===== src/rtl/kolibri_pkg.sv =====
// Shared definitions for the SD-card SPI master: register offsets, status bit
// positions, FSM state encoding and the power-on clock divider value.
package kolibri_pkg;

  localparam logic [1:0] REG_DATA = 2'd0;
  localparam logic [1:0] REG_CTRL = 2'd1;
  localparam logic [1:0] REG_DIV  = 2'd2;

  localparam int STAT_BUSY = 0;
  localparam int STAT_DONE = 1;
  localparam int STAT_IEN  = 2;
  localparam int STAT_OVR  = 3;
  localparam int STAT_SEL0 = 4;
  localparam int STAT_SEL1 = 5;

  localparam int CTRL_SEL0 = 0;
  localparam int CTRL_SEL1 = 1;
  localparam int CTRL_IEN  = 2;
  localparam int CTRL_CLR  = 7;

  // 48 MHz / (2 * (59 + 1)) = 400 kHz, the SD identification-mode clock
  localparam logic [7:0] SPI_DIV_INIT = 8'd59;

  typedef enum logic [1:0] {
    ST_IDLE,
    ST_LOW,
    ST_HIGH
  } spi_state_e;

  function automatic logic [7:0] status_byte(input logic busy, input logic done,
                                             input logic ien, input logic ovr,
                                             input logic sel0, input logic sel1);
    logic [7:0] s;
    s            = '0;
    s[STAT_BUSY] = busy;
    s[STAT_DONE] = done;
    s[STAT_IEN]  = ien;
    s[STAT_OVR]  = ovr;
    s[STAT_SEL0] = sel0;
    s[STAT_SEL1] = sel1;
    return s;
  endfunction

endpackage


===== src/rtl/spi_half_div.sv =====
// Half-period timer for the SPI clock: 8-bit down-counter that reloads on
// demand and flags terminal count while it sits at zero.
module spi_half_div (
  input  logic       clk_i,
  input  logic       rst_i,
  input  logic       load_i,
  input  logic [7:0] load_val_i,
  output logic       tc_o
);

  logic [7:0] cnt_q, cnt_d;

  // Parks at zero when no reload arrives, so terminal count stays asserted
  always_comb begin
    cnt_d = cnt_q;
    if (load_i) begin
      cnt_d = load_val_i;
    end else if (cnt_q != 8'd0) begin
      cnt_d = cnt_q - 8'd1;
    end
  end

  always_ff @(posedge clk_i) begin
    if (rst_i) begin
      cnt_q <= 8'd0;
    end else begin
      cnt_q <= cnt_d;
    end
  end

  assign tc_o = (cnt_q == 8'd0);

endmodule


===== src/rtl/sd_spi_ctrl.sv =====
// Byte-wide SPI master (mode 0, MSB first) for the two SD slots, with CPU
// register file for data, control/status and the SCLK divider.
module sd_spi_ctrl
  import kolibri_pkg::*;
#(
  parameter logic [7:0] DIV_RST = SPI_DIV_INIT
) (
  input  logic       MHZ48,
  input  logic       RES,
  input  logic       STB,
  input  logic [1:0] A,
  input  logic       RW,
  input  logic [7:0] WDATA,
  output logic [7:0] RDATA,
  output logic       nSD0,
  output logic       nSD1,
  output logic       SCLK,
  output logic       MOSI,
  input  logic       MISO,
  output logic       IRQ
);

  spi_state_e state_q, state_d;

  logic [7:0] tx_q, tx_d;
  logic [7:0] rx_sh_q, rx_sh_d;
  logic [7:0] rx_q, rx_d;
  logic [7:0] div_q, div_d;
  logic [7:0] div_act_q, div_act_d;
  logic [2:0] bit_cnt_q, bit_cnt_d;
  logic       sclk_q, sclk_d;
  logic       mosi_q, mosi_d;
  logic       sel0_q, sel0_d;
  logic       sel1_q, sel1_d;
  logic       ien_q, ien_d;
  logic       done_q, done_d;
  logic       ovr_q, ovr_d;
  logic       irq_q, irq_d;

  logic       busy;
  logic       wr;
  logic       data_wr;
  logic       ctrl_wr;
  logic       div_wr;
  logic       cnt_load;
  logic [7:0] cnt_val;
  logic       cnt_tc;

  assign busy    = (state_q != ST_IDLE);
  assign wr      = STB & ~RW;
  assign data_wr = wr && (A == REG_DATA);
  assign ctrl_wr = wr && (A == REG_CTRL);
  assign div_wr  = wr && (A == REG_DIV);

  // The first half-period uses the divider being latched on the start edge
  assign cnt_val = (state_q == ST_IDLE) ? div_q : div_act_q;

  spi_half_div u_half_div (
    .clk_i      (MHZ48),
    .rst_i      (RES),
    .load_i     (cnt_load),
    .load_val_i (cnt_val),
    .tc_o       (cnt_tc)
  );

  always_comb begin
    state_d   = state_q;
    tx_d      = tx_q;
    rx_sh_d   = rx_sh_q;
    rx_d      = rx_q;
    div_d     = div_q;
    div_act_d = div_act_q;
    bit_cnt_d = bit_cnt_q;
    sclk_d    = sclk_q;
    mosi_d    = mosi_q;
    sel0_d    = sel0_q;
    sel1_d    = sel1_q;
    ien_d     = ien_q;
    done_d    = done_q;
    ovr_d     = ovr_q;
    irq_d     = done_q & ien_q;
    cnt_load  = 1'b0;

    if (ctrl_wr) begin
      sel0_d = WDATA[CTRL_SEL0];
      sel1_d = WDATA[CTRL_SEL1];
      ien_d  = WDATA[CTRL_IEN];
      if (WDATA[CTRL_CLR]) begin
        done_d = 1'b0;
        ovr_d  = 1'b0;
      end
    end

    if (div_wr) begin
      div_d = WDATA;
    end

    if (data_wr && busy) begin
      ovr_d = 1'b1;
    end

    // Transfer sequencing sits after the CTRL clear so a DONE set wins a tie
    unique case (state_q)
      ST_IDLE: begin
        if (data_wr) begin
          state_d   = ST_LOW;
          tx_d      = WDATA;
          div_act_d = div_q;
          bit_cnt_d = 3'd7;
          sclk_d    = 1'b0;
          mosi_d    = WDATA[7];
          done_d    = 1'b0;
          cnt_load  = 1'b1;
        end
      end
      ST_LOW: begin
        if (cnt_tc) begin
          state_d  = ST_HIGH;
          sclk_d   = 1'b1;
          rx_sh_d  = {rx_sh_q[6:0], MISO};
          cnt_load = 1'b1;
        end
      end
      ST_HIGH: begin
        if (cnt_tc) begin
          sclk_d = 1'b0;
          if (bit_cnt_q != 3'd0) begin
            state_d   = ST_LOW;
            tx_d      = {tx_q[6:0], 1'b0};
            mosi_d    = tx_q[6];
            bit_cnt_d = bit_cnt_q - 3'd1;
            cnt_load  = 1'b1;
          end else begin
            state_d = ST_IDLE;
            mosi_d  = 1'b1;
            rx_d    = rx_sh_q;
            done_d  = 1'b1;
          end
        end
      end
      default: begin
        state_d = ST_IDLE;
      end
    endcase
  end

  always_ff @(posedge MHZ48) begin
    if (RES) begin
      state_q   <= ST_IDLE;
      tx_q      <= 8'h00;
      rx_sh_q   <= 8'h00;
      rx_q      <= 8'h00;
      div_q     <= DIV_RST;
      div_act_q <= DIV_RST;
      bit_cnt_q <= 3'd0;
      sclk_q    <= 1'b0;
      mosi_q    <= 1'b1;
      sel0_q    <= 1'b0;
      sel1_q    <= 1'b0;
      ien_q     <= 1'b0;
      done_q    <= 1'b0;
      ovr_q     <= 1'b0;
      irq_q     <= 1'b0;
    end else begin
      state_q   <= state_d;
      tx_q      <= tx_d;
      rx_sh_q   <= rx_sh_d;
      rx_q      <= rx_d;
      div_q     <= div_d;
      div_act_q <= div_act_d;
      bit_cnt_q <= bit_cnt_d;
      sclk_q    <= sclk_d;
      mosi_q    <= mosi_d;
      sel0_q    <= sel0_d;
      sel1_q    <= sel1_d;
      ien_q     <= ien_d;
      done_q    <= done_d;
      ovr_q     <= ovr_d;
      irq_q     <= irq_d;
    end
  end

  always_comb begin
    RDATA = 8'h00;
    unique case (A)
      REG_DATA: RDATA = rx_q;
      REG_CTRL: RDATA = status_byte(busy, done_q, ien_q, ovr_q, sel0_q, sel1_q);
      REG_DIV:  RDATA = div_q;
      default:  RDATA = 8'h00;
    endcase
  end

  assign nSD0 = ~sel0_q;
  assign nSD1 = ~sel1_q;
  assign SCLK = sclk_q;
  assign MOSI = mosi_q;
  assign IRQ  = irq_q;

endmodule

===== config.mk =====
export PLATFORM = sky130hd
export DESIGN_NAME = sd_spi_ctrl
export DESIGN_NICKNAME = d
export VERILOG_FILES = /design/src/rtl/kolibri_pkg.sv /design/src/rtl/spi_half_div.sv /design/src/rtl/sd_spi_ctrl.sv
export SDC_FILE = /design/constraint.sdc
export NUM_CORES = 1
export LEC_CHECK = 0
export ABC_AREA = 0
export CAP_MARGIN = 25
export CORE_MARGIN = 10
export CORE_UTILIZATION = 45
export CTS_CLUSTER_DIAMETER = 150
export DETAILED_ROUTE_END_ITERATION = 12
export PLACE_DENSITY = 0.75
export SYNTH_ARGS = -nofsm -noshare
export SYNTH_HDL_FRONTEND = slang
export SYNTH_SLANG_ARGS = --single-unit

===== constraint.sdc =====
create_clock -name MHZ48 -period 3.15 [get_ports MHZ48]
set_input_delay 0.63 -clock MHZ48 [delete_from_list [all_inputs] [get_ports MHZ48]]
set_output_delay 0.63 -clock MHZ48 [all_outputs]
set_load 0.01 [all_outputs]

# Yosys cells after proc, flatten, opt, wreduce, memory -nomap -nowiden

Index checks and enable logic that the tools add are counted.

$add $sub $neg: 2
Equal/unequal tests: 8
Mux-type cells: 39
Bitwise logic cells: 6
Reductions and logical operators: 23

Operators by type and width:

| operator                                             | number |
|---|---|
| 2-to-1 mux 8 bit                                     | 3 |
| case mux 8 bit (3 select lines)                      | 1 |
| 2-to-1 mux 7 bit                                     | 3 |
| 2-to-1 mux 1 bit                                     | 19 |
| case mux 7 bit (2 select lines)                      | 1 |
| nonzero test 2 bit                                   | 5 |
| 2-to-1 mux 3 bit                                     | 3 |
| AND reduction 3 bit                                  | 3 |
| logical NOT 8 bit                                    | 1 |
| != test 2 bit (second input constant)                | 4 |
| AND reduction 4 bit                                  | 2 |
| nonzero test 8 bit                                   | 1 |
| subtractor 8 x 1 -> 8 bit (second input constant)    | 1 |
| 2-to-1 mux 2 bit                                     | 3 |
| case mux 1 bit (3 select lines)                      | 2 |
| case mux 2 bit (3 select lines)                      | 1 |
| case mux 3 bit (2 select lines)                      | 1 |
| AND reduction 2 bit                                  | 3 |
| nonzero test 3 bit                                   | 2 |
| equality test 2 x 1 -> 1 bit (second input constant) | 2 |
| equality test 2 bit (second input constant)          | 2 |
| logical AND 1 bit                                    | 4 |
| logical NOT 2 bit                                    | 2 |
| NOT 1 bit                                            | 4 |
| 3 further kinds                                      | 5 |

Register bits after elaboration: 60
Bits of input ports: 15
Output and inout bits: 13
Word-level logic and storage cells: 94

# Depth between registers and ports, before layout

Depth in word-level cells: 7
Gate-level depth with buffers: 9

# Cells and area by module

A second synthesis with hierarchy kept.

Cells, all modules: 343
Area total of the unflattened synthesis: 3001.6 um^2

Modules (own cells, without submodules):

| module       | times used | cells an instance | area each (um^2) | seq. area each (um^2) |
|---|---|---|---|---|
| sd_spi_ctrl  | 1          | 290               | 2526.2           | 1041.0 |
| spi_half_div | 1          | 53                | 475.5            | 160.2 |

# Worst setup path after synthesis

No wires, ideal clock.

Path type: input -> output
Start point: input A[1]
End point: output RDATA[1]
Data arrival time: 1.445 ns
Required time: 2.520 ns
Setup slack: 1.075 ns
Stages on the path: 3
Path through: buf_1 mux2i_1 o21ai_0

Longest elaborated chain between the ends: 2
Elaborated cells on any way between the ends: 4

Ends and longest elaborated chain:

| what                                              | RTL line           | RTL |
|---|---|---|
| start: declaration                                | sd_spi_ctrl.sv:11  | `input logic [1:0] A,` |
| equality test 2 bit, or another cell as far along | sd_spi_ctrl.sv:185 | `unique case (A)` |
| case mux 8 bit (3 select lines) (*)               | sd_spi_ctrl.sv:185 |  |
| end: declaration                                  | sd_spi_ctrl.sv:14  | `output logic [7:0] RDATA,` |

Mark *: on every way between the ends. The rest lies on a longest branch, timed or not.

# Worst setup path in the final report

Start point: input A[0]
End point: output RDATA[1]

Same word-level chain as after synthesis.

==> qor.yml <==
worst-setup-path-type: "primary input to primary output"
synth_edf_count: 0
synth_fa_ha_area_frac: 0.0133
slew-limit-headroom: 0.533
avgSynthCellArea_sq_um: 8.54
start_util: 0.469
dieArea_sq_um: 9850
layout_commonest_cell: "nand2_1"
crit_path_max_fanout: 8
synth.top_cell.area_share: 0.425
cts_tree: "yes"
grt_max_degree: 38
synth_area_sq_um: 2830
p_sw_mw: 0.646
fin_total_pwr_mw: 2.08
final_nets: 375
path_common_cell: "clkdlybuf4s50_1"
grt_setup_unrepaired: "false"
cts.path.max_buffers: 2
tns_ns: 0
ys_types: 48
die_y_microns: 99.3
final_cell_mix: "62 x nand2_1, 60 x dfxtp_1, 32 x nor2_1"
insertedDiodeCount: 0
grt_pass1_wl_mm: 11.2
switching_share: 0.310
skew_ns: 0.00548
yosysSeqAreaShare: 0.425
areaGrowthSynthToFinish_pct: 18.2
synth-compound-area-share: 0.141
crit_slowest_cell: "clkdlybuf4s50_1"
drv_slew: 0
route.detailed.drc: 0
vias: 2395
synth_top_family_by_area: "simple AND/OR/NAND/NOR gates"
fin_crit_sh: 0.916
detail_route.wl_per_cell_microns: 15.9
cts_setup_buffers: 0
outcome: "finished, final reports clean"
port-buffer-count: 27
p_per_area_nw_per_um2: 623
cp_cell_sequence: "clkdlybuf4s50_1 > nor2b_1 > nand2_1 > o21ai_0 > clkdlybuf4s50_1"
critPathArrivalTime_ns: 2.26
synth_top_area_cell: "dfxtp_1"
cp_num_buf_inv: 2
critPathRequiredTime_ns: 2.52
die_w_microns: 99.3
gp_congestion: 0.824
globalRoute.totalOverflow: 0
syn-num-nets: 349
grt_pass1_vias: 2257
max_cap_violations: 0
core_sq_um: 6030
ys_ff_latch: 60
ir_drop_v: 0.000363
power_leakage_nw: 1.33
cts-htree-levels: 3
path_delay_family: "buffers and inverters"
clk_latency_ns: 0.34
post-route-util: 0.555
post_cts_resized: 0
critPathLaunchType: "primary input"
intPower_mw: 1.44
seq_power_share: 0.419
synthMuxAreaShare: 0.115
drt_iter0_drc: 222
clk_pin_slew_ns: 0.07
root_buffer: "clkbuf_8"
yosys.area_share.simple: 0.245
yosysWarningCount: 0
synth-xor-area-share: 0.0124
tightestPinTransition_ns: 0.700
cts_hold_buf: 0
antenna_found_initial: 0
route.detailed.vias_per_inst: 5.48
hold_viol: 0
final_antenna_net_count: 0
fmax_ghz: 0.346
ios: 28
async_flop_share: 0
grt_usage: 0.139
layout_min_cycle_time_ns: 2.89
pwr-share-comb: 0.240
clock-sinks: 60
place.detailed.hpwl_mm: 4.91
synthTopCellsByArea: "dfxtp_1 42%, mux2i_1 9.9%, nand2_1 8.2%"
drive_gt1_frac: 0.119
whs_ns: 0.458
cts_buffers: 9
finalWirelength_mm: 6.96
dr.pass1.iters: 5
setup_violations: 0
syn_inst: 331
synth-main-ff-cell: "dfxtp_1"
clkPwrFrac: 0.341
num_rows: 28
hold_class: "flip-flop to flip-flop"
end_kind: "primary output"
crit_path_max_incr_delay_ns: 0.63
[metrics by stage]
| stage | cells | instance area, sq um | setup slack, ns |
|---|---|---|---|
| 4_1_cts | 437 | 3340 | 0.269 |
| 3_3_place_gp | 421 | 3140 | 0.312 |
| 2_1_floorplan | 331 | 2830 | 1.08 |
| 3_5_place_dp | 421 | 3140 | 0.293 |
| 5_1_grt | 437 | 3340 | 0.164 |
| 6_report | 437 | 3340 | 0.264 |
[flip-flops by register name, summed over array words and instances (netlist names)]
| signal | count |
|---|---|
| ovr_q | 1 |
| bit_cnt_q | 3 |
| sel1_q | 1 |
| SCLK | 1 |
| MOSI | 1 |
| done_q | 1 |
| IRQ | 1 |
| ien_q | 1 |
| rx_sh_q | 8 |
| u_half_div.cnt_q | 8 |
| state_q | 2 |
| rx_q | 8 |
| div_act_q | 8 |
| div_q | 8 |
| sel0_q | 1 |
| tx_q | 7 |
[worst register-to-register path, delay by kind of cell, from the launching register on]
kind,cells,cell delay [ns]
adder cells (fa/ha/maj),1,0.25
buffers and inverters,1,0.10
flip-flops,1,0.34
multiplexers,1,0.35
AND/OR/NAND/NOR,4,1.31
[per-layer routing]
metal / routed length, microns / up-vias / track usage
met3: 352 / 12 / 0.0270
met1: 3190 / 1115 / 0.173
met2: 3290 / 78 / 0.220
met5: 0 / - / 0
met4: 134 / 0 / 0.0728
li1: - / 1190 / -
[kinds of logic after synthesis]
group	Yosys count
buf+inv	27
flops	60
mux	32
compound gates	62
simple gates	143
fa+ha+maj	3
xor+xnor	4
[final timing paths]
path | startpoint | to | slack (ns) | depth (start not counted)
max reg2reg | u_half_div.cnt_q[0] | rx_q[1] | 0.66 | 7
min | div_act_q[7] | div_act_q[7] | 0.46 | 2
min reg2reg | div_act_q[7] | div_act_q[7] | 0.46 | 2
max | A[0] | RDATA[1] | 0.26 | 5
[cell usage after synthesis (2+ instances only)]
cell type	instances
a211oi_1	5
buf_2	6
inv_1	6
a211oi_2	3
nor2b_1	5
nand3_1	14
and2_2	2
xnor2_1	2
nor2_2	3
nand3b_1	10
nand2_1	62
nor3_1	2
clkbuf_1	11
mux2_2	4
ha_1	3
o21ai_0	10
o22ai_1	3
xor2_1	2
a21oi_1	27
nand2b_1	3
a32oi_1	2
nor2_1	32
o211a_1	2
mux2i_1	28
dfxtp_1	60
a31oi_1	2
[cell type report]
| type | count | area (sq um) |
|---|---|---|
| Clock buffer | 12 | 155 |
| Clock inverter | 4 | 47.5 |
| Fill cell | 546 | 2680 |
| Inverter | 6 | 22.5 |
| Multi-Input combinational cell | 244 | 1490 |
| Sequential cell | 60 | 1200 |
| Tap cell | 75 | 93.8 |
| Timing Repair Buffer | 36 | 333 |
[power by group through the flow]
stage | clock, mW | sequential, mW | combinational (mW)
2_1_floorplan | 0 | 0.874 | 0.388
3_3_place_gp | 0 | 0.886 | 0.481
3_5_place_dp | 0 | 0.889 | 0.491
4_1_cts | 0.715 | 0.872 | 0.499
5_1_grt | 0.743 | 0.879 | 0.556
6_report | 0.709 | 0.872 | 0.500
Note: power is estimated with default switching activity, not from simulation.
